===== src/rtl/level_ram_port_arb.sv =====
// -----------------------------------------------------------------------------
// level_ram_port_arb
//
// Port arbiter and sequencer for one pipelined-heap level RAM (true dual-port,
// 1-cycle read latency, no-change on write).
//   - The pipeline stage has absolute priority: op reads always use port A and
//     op writes always use port B, every cycle if needed.
//   - A host/debug requester borrows whichever port the pipeline leaves idle
//     (A first, then B). host_gnt is combinational; the access happens in the
//     grant cycle.
//   - After reset the RAM is cleared two words per cycle (optional).
//   - A read that hits an address written by the other port in the same cycle
//     returns the written data instead of the RAM output.
//
// Configuration macro:
//   LEVEL_ARB_INIT_EN  defined   -> INIT state clears the RAM after reset.
//                      undefined -> starts in RUN, init_busy = 0, err_drop
//                                   never sets.
//
// Ports:
//   clk, rst                      clock, async active-high reset
//   op_rd_req/addr                pipeline read request (port A)
//   op_rd_valid/data              pipeline read result, one cycle later
//   op_wr_req/addr/data           pipeline write request (port B)
//   host_req/we/addr/wdata        host request, held until host_gnt
//   host_gnt                      combinational grant
//   host_rvalid/rdata             host read result, one cycle after grant
//   ram_we/addr/data_a/b          RAM port controls
//   ram_q_a/b                     RAM read data (1-cycle latency)
//   init_busy                     RAM clear in progress
//   err_drop                      sticky: pipeline request dropped during INIT
// -----------------------------------------------------------------------------

package pheapTypes;
    typedef logic [15:0] entry_t;
endpackage

module level_ram_port_arb #(
    parameter int  RAMLEVEL = 2,
    parameter int  DW       = $bits(pheapTypes::entry_t),
    localparam int AW       = RAMLEVEL - 1
) (
    input  logic          clk,
    input  logic          rst,
    input  logic          op_rd_req,
    input  logic [AW-1:0] op_rd_addr,
    output logic          op_rd_valid,
    output logic [DW-1:0] op_rd_data,
    input  logic          op_wr_req,
    input  logic [AW-1:0] op_wr_addr,
    input  logic [DW-1:0] op_wr_data,
    input  logic          host_req,
    input  logic          host_we,
    input  logic [AW-1:0] host_addr,
    input  logic [DW-1:0] host_wdata,
    output logic          host_gnt,
    output logic          host_rvalid,
    output logic [DW-1:0] host_rdata,
    output logic          ram_we_a,
    output logic          ram_we_b,
    output logic [AW-1:0] ram_addr_a,
    output logic [AW-1:0] ram_addr_b,
    output logic [DW-1:0] ram_data_a,
    output logic [DW-1:0] ram_data_b,
    input  logic [DW-1:0] ram_q_a,
    input  logic [DW-1:0] ram_q_b,
    output logic          init_busy,
    output logic          err_drop
);

`ifdef LEVEL_ARB_INIT_EN
    localparam bit INIT_EN = 1'b1;
`else
    localparam bit INIT_EN = 1'b0;
`endif

    localparam int DEPTH = 2 ** AW;
    localparam int PAIRS = DEPTH / 2;
    localparam int KW    = (AW > 1) ? AW - 1 : 1;

    typedef enum logic {S_INIT, S_RUN} state_t;
    // Where a read result comes from in the cycle after issue.
    typedef enum logic [1:0] {SRC_A, SRC_B, SRC_FWD} src_t;

    state_t        r_state;
    logic [KW-1:0] r_k;
    logic          r_init_busy;
    logic          r_err_drop;
    logic          r_op_valid;
    src_t          r_op_src;
    logic [DW-1:0] r_op_fwd;
    logic          r_host_valid;
    src_t          r_host_src;
    logic [DW-1:0] r_host_fwd;

    logic          w_run;
    logic          w_host_a;
    logic          w_host_b;
    logic          w_op_rd;
    logic          w_host_rd;
    logic          w_fwd_a;
    logic          w_fwd_b;
    logic [AW-1:0] w_init_addr_a;
    logic [AW-1:0] w_init_addr_b;

    assign w_init_addr_a = AW'({r_k, 1'b0});
    assign w_init_addr_b = AW'({r_k, 1'b1});

    // NOTE: every output of this block gets a default first so no path
    // leaves a signal unassigned, which would otherwise infer a latch.
    always_comb begin
        w_run      = 1'b0;
        w_host_a   = 1'b0;
        w_host_b   = 1'b0;
        ram_we_a   = 1'b0;
        ram_we_b   = 1'b0;
        ram_addr_a = '0;
        ram_addr_b = '0;
        ram_data_a = '0;
        ram_data_b = '0;
        // NOTE: rst also gates these combinational controls so the RAM sees
        // no access while reset is held, not just after the next edge.
        if (!rst) begin
            if (r_state == S_INIT) begin
                ram_we_a   = 1'b1;
                ram_addr_a = w_init_addr_a;
                ram_we_b   = 1'b1;
                ram_addr_b = w_init_addr_b;
            end else begin
                w_run = 1'b1;
                // A host write colliding with the pipeline write is refused
                // rather than ordered; the host simply retries.
                w_host_a = host_req && !op_rd_req &&
                           !(host_we && op_wr_req && host_addr == op_wr_addr);
                w_host_b = host_req && op_rd_req && !op_wr_req;

                if (op_rd_req) begin
                    ram_addr_a = op_rd_addr;
                end else if (w_host_a) begin
                    ram_we_a   = host_we;
                    ram_addr_a = host_addr;
                    ram_data_a = host_we ? host_wdata : '0;
                end

                if (op_wr_req) begin
                    ram_we_b   = 1'b1;
                    ram_addr_b = op_wr_addr;
                    ram_data_b = op_wr_data;
                end else if (w_host_b) begin
                    ram_we_b   = host_we;
                    ram_addr_b = host_addr;
                    ram_data_b = host_we ? host_wdata : '0;
                end
            end
        end
    end

    assign host_gnt  = w_host_a || w_host_b;
    assign w_op_rd   = w_run && op_rd_req;
    assign w_host_rd = host_gnt && !host_we;
    // A read on one port is forwarded when the other port writes the same word.
    assign w_fwd_a   = ram_we_b && (ram_addr_b == ram_addr_a);
    assign w_fwd_b   = ram_we_a && (ram_addr_a == ram_addr_b);

    // NOTE: sequential state uses non-blocking assignments only, so every
    // register samples pre-edge values regardless of statement order.
    always_ff @(posedge clk or posedge rst) begin
        if (rst) begin
            r_state      <= INIT_EN ? S_INIT : S_RUN;
            r_k          <= '0;
            r_init_busy  <= INIT_EN;
            r_err_drop   <= 1'b0;
            r_op_valid   <= 1'b0;
            r_op_src     <= SRC_A;
            r_op_fwd     <= '0;
            r_host_valid <= 1'b0;
            r_host_src   <= SRC_A;
            r_host_fwd   <= '0;
        end else begin
            case (r_state)
                S_INIT: begin
                    if (op_rd_req || op_wr_req) r_err_drop <= 1'b1;
                    if (r_k == KW'(PAIRS - 1)) begin
                        r_state     <= S_RUN;
                        r_init_busy <= 1'b0;
                        r_k         <= '0;
                    end else begin
                        r_k <= r_k + KW'(1);
                    end
                end
                default: ;
            endcase

            r_op_valid <= w_op_rd;
            if (w_op_rd) begin
                r_op_src <= w_fwd_a ? SRC_FWD : SRC_A;
                r_op_fwd <= ram_data_b;
            end

            r_host_valid <= w_host_rd;
            if (w_host_rd) begin
                if (w_host_a) begin
                    r_host_src <= w_fwd_a ? SRC_FWD : SRC_A;
                    r_host_fwd <= ram_data_b;
                end else begin
                    r_host_src <= w_fwd_b ? SRC_FWD : SRC_B;
                    r_host_fwd <= ram_data_a;
                end
            end
        end
    end

    always_comb begin
        op_rd_data = '0;
        if (r_op_valid) op_rd_data = (r_op_src == SRC_FWD) ? r_op_fwd : ram_q_a;
        host_rdata = '0;
        if (r_host_valid) begin
            case (r_host_src)
                SRC_A:   host_rdata = ram_q_a;
                SRC_B:   host_rdata = ram_q_b;
                default: host_rdata = r_host_fwd;
            endcase
        end
    end

    assign op_rd_valid = r_op_valid;
    assign host_rvalid = r_host_valid;
    assign init_busy   = r_init_busy;
    assign err_drop    = r_err_drop;

endmodule


===== config.mk =====
export PLATFORM = sky130hd
export DESIGN_NAME = level_ram_port_arb
export DESIGN_NICKNAME = d
export VERILOG_FILES = /design/src/rtl/level_ram_port_arb.sv
export SDC_FILE = /design/constraint.sdc
export NUM_CORES = 1
export LEC_CHECK = 0
export CORE_ASPECT_RATIO = 1.4
export CORE_MARGIN = 1
export CORE_UTILIZATION = 36
export CTS_BUF_LIST = sky130_fd_sc_hd__clkbuf_2 sky130_fd_sc_hd__clkbuf_4 sky130_fd_sc_hd__clkbuf_8
export CTS_CLUSTER_DIAMETER = 150
export DETAILED_ROUTE_END_ITERATION = 8
export HOLD_SLACK_MARGIN = 0.1
export PLACE_DENSITY_LB_ADDON = 0.2
export SLEW_MARGIN = 20
export SYNTH_ARGS = -nofsm -noshare
export SYNTH_HDL_FRONTEND = slang
export SYNTH_SLANG_ARGS = --single-unit
export TNS_END_PERCENT = 1

===== constraint.sdc =====
create_clock -name clk -period 2.15 [get_ports clk]
set_input_delay 0.43 -clock clk [delete_from_list [all_inputs] [get_ports clk]]
set_output_delay 0.43 -clock clk [all_outputs]
set_load 0.02 [all_outputs]

==> impl_metrics.toml <==
[drt]
drtPass1Iterations = 4
drc = 0
drt.antenna.violating_nets = 0
vias = 2782
drt-total-wl_mm = 8.170
routedWlPerCell_um = 14.46
viasPerCell = 4.924
drt_iter0_drc = 199

[timing]
max_freq_ghz = 0.4818
rsz0062_at_grt = "true"
setup_violations = 0
fin_crit_ns = 2.076
drv_slew = 0
skew_ns = 0
period_share = 0.9654
hold_ws_ns = 0.4836
layout_setup_ws_ns = 0.07448
hold_violations = 0

[power]
power_density_mw_per_mm2 = 480.1
power.leakage_nw = 2.382
comb_power_share = 0.395
switchingPower_uw = 687.6
clock_power_share = 0.224
intPower_mw = 1.492
power_frac_seq = 0.382
power_switching_share = 0.3155
p_total_mw = 2.179
ir_worst_vdd_mv = 0.2524

[placement]
post_dp_cell_area_mm2 = 0.004473
globalplace.congestion = 0.7779
dp_hpwl_mm = 6.347
port_buffers = 143
pre_cts_ws_ns = -0.7021

[clock_tree]
clock-root-buffer = "clkbuf_8"
holdBufCountCts = 0
clock-sinks = 37
cts_buffer_depth = 2
worstSkewPairLatency_ns = 0.28
htree_levels = 2
clkTransAtPathRegs_ns = 0.06
cts_buffers = 5
cts_tree = "done"

[worst_setup_path]
crit_fanout = 5
worstPathCellList = "dlygate4sd2_1 -> a2111oi_4 -> buf_2 -> and2_2 -> buf_4"
timing.rr.start = "r_host_src[0]"
reg2reg_to = "r_host_src[0]"
timing.critical_path.arrival_ns = 1.65
worstSetupPathType = "in -> out"
critPathLaunchType = "input pin"
cp_slowest_stage_delay_ns = 0.44
reg2regPathDepth = 2
end_kind = "output port"
slowest_stage = "a2111oi_4"
r2r_setup_slack_ns = 1.32
required_ns = 1.72

[cells_and_area]
area_growth_syn_to_layout_pct = 71.62
diodes = 0
fin_nets = 543
n_fill_cell = 672
drive_gt1_frac = 0.2894
design_area_mm2 = 0.004539

[synthesis]
synthFlopType = "dfrtp_1"
synthCells = 292
netlist_area_mm2 = 0.002645
synth_edf_count = 0
synth.cells.most_frequent = "40 x mux2i_1, 39 x nand2_1, 37 x dfrtp_1"
yosysSeqAreaShare = 0.3500
synth.area.top_cells = "dfrtp_1 35%, mux2i_1 15%, o211a_1 6.1%, nor2b_1 5.7%, nand2_1 5.5%"
synth_top_cell_by_area = "dfrtp_1"
synth.avg_cell_area_um2 = 9.058
yosys_warnings = 0
ys_ff_latch = 37
synth_top_cell_area_share = 0.3500
synthMostInstantiatedCell = "mux2i_1"
async_reset_ff_frac = 1.000
synth_cell_types = 39

[global_routing]
grt_max_degree = 38
grt_pass1_vias = 2784
antenna_found_initial = 0
grt-ovfl-total = 0
grt_pass1_wl_mm = 12.82
grt_util_all_layers = 0.2153

[status]
status = "finished, final reports clean"

[min_path]
hold_path.startpoint = "r_op_fwd[3]"
hp-class = "reg -> reg"
whs_endpoint = "r_op_fwd[3]"
whs_path_depth = 2

[die]
die-area_mm2 = 0.007699
core-area_mm2 = 0.007027
rows = 36
ioPinCount = 146
die_h_um = 103.4
fp.dieW_um = 74.45
initial_core_util = 0.3764

[run]
max_cap_viol_count = 0
## power by group through the flow
stage          clock network, mW  logic [mW]  registers [mW]
6_report                   0.487       0.860           0.832
5_1_grt                    0.533       0.937           0.841
4_1_cts                    0.504       0.849           0.831
3_5_place_dp                   0       0.869           0.843
3_3_place_gp                   0       0.857           0.841
2_1_floorplan                  0       0.464           0.824
## worst max-delay path by stage
stage | from | to | slack, ns | depth (start not counted)
global route | r_host_src[0] | host_rdata[5] | -0.002 | 5
floorplan | rst | ram_data_b[1] | 0.05 | 4
CTS | host_we | ram_data_a[2] | -0.12 | 6
finish | op_wr_req | ram_data_a[15] | 0.07 | 5
detailed placement | host_addr | ram_data_a[5] | -0.70 | 6
global placement | op_wr_addr | ram_data_a[3] | -0.65 | 6
## layout by cell type (no fill, tap or decap), types with 9 or more instances in the layout
master	n
buf_4	63
dlygate4sd2_1	30
clkdlybuf4s50_1	67
buf_6	9
mux2i_1	37
and2_2	16
nor2b_1	24
dfrtp_1	36
buf_2	14
o211a_1	16
nand2_1	39
o21ai_0	15
o2bb2ai_1	15
nor2_1	15
## registers in the layout (all words and copies together), names as in the netlist
signal,flops
r_host_src,2
host_rvalid,1
op_rd_valid,1
r_host_fwd,16
r_op_src,1
r_op_fwd,16
## cell type report
type	count	area, µm²	area share
inverters	7	30.03	0.006615
well taps	95	118.9	0.02619
repair buffers	195	1714	0.3776
clock buffers	7	90.09	0.01985
multi-input cells	224	1659	0.3655
flip-flops and latches	37	927.1	0.2042
## cell families after synthesis
family	share of synthesized area
other	0.001418
buffers and inverters	0.05913
multiplexers	0.1514
flip-flops	0.3500
XOR/XNOR	0.003312
AO/OA/AOI/OAI	0.2204
AND/OR/NAND/NOR	0.2143
## stage by stage
step	TNS, ns	std cells	utilization
4_1_cts	-1.838	564	0.6371
3_3_place_gp	-21.65	554	0.6366
5_1_grt	-0.001908	565	0.6460
3_5_place_dp	-22.35	554	0.6366
6_report	0	565	0.6460
2_1_floorplan	0	293	-
## worst max-delay path, delay by kind of cell
family / cells / cell delay [ns]
and+or+nand+nor: 1 / 0.14
buffers and inverters: 3 / 0.64
AOI/OAI and AO/OA: 1 / 0.44
## metal layers
metal	wire (µm)	up-vias	track usage
li1	-	1391	-
met1	3483	1298	0.2733
met2	4196	85	0.3631
met3	378	8	0.03295
met4	111	0	0.08563
met5	0	-	0
## what timing repair did
action / in CTS / in global routing
cloned: 2 / 0
pin swaps: 5 / 3
setup endpoints to repair: 69 / 41
endpoints found under the hold margin: 0 / 0
gates resized for setup: 218 / 27
buffers inserted: 1 / 1
(Power assumes the default switching activity.)
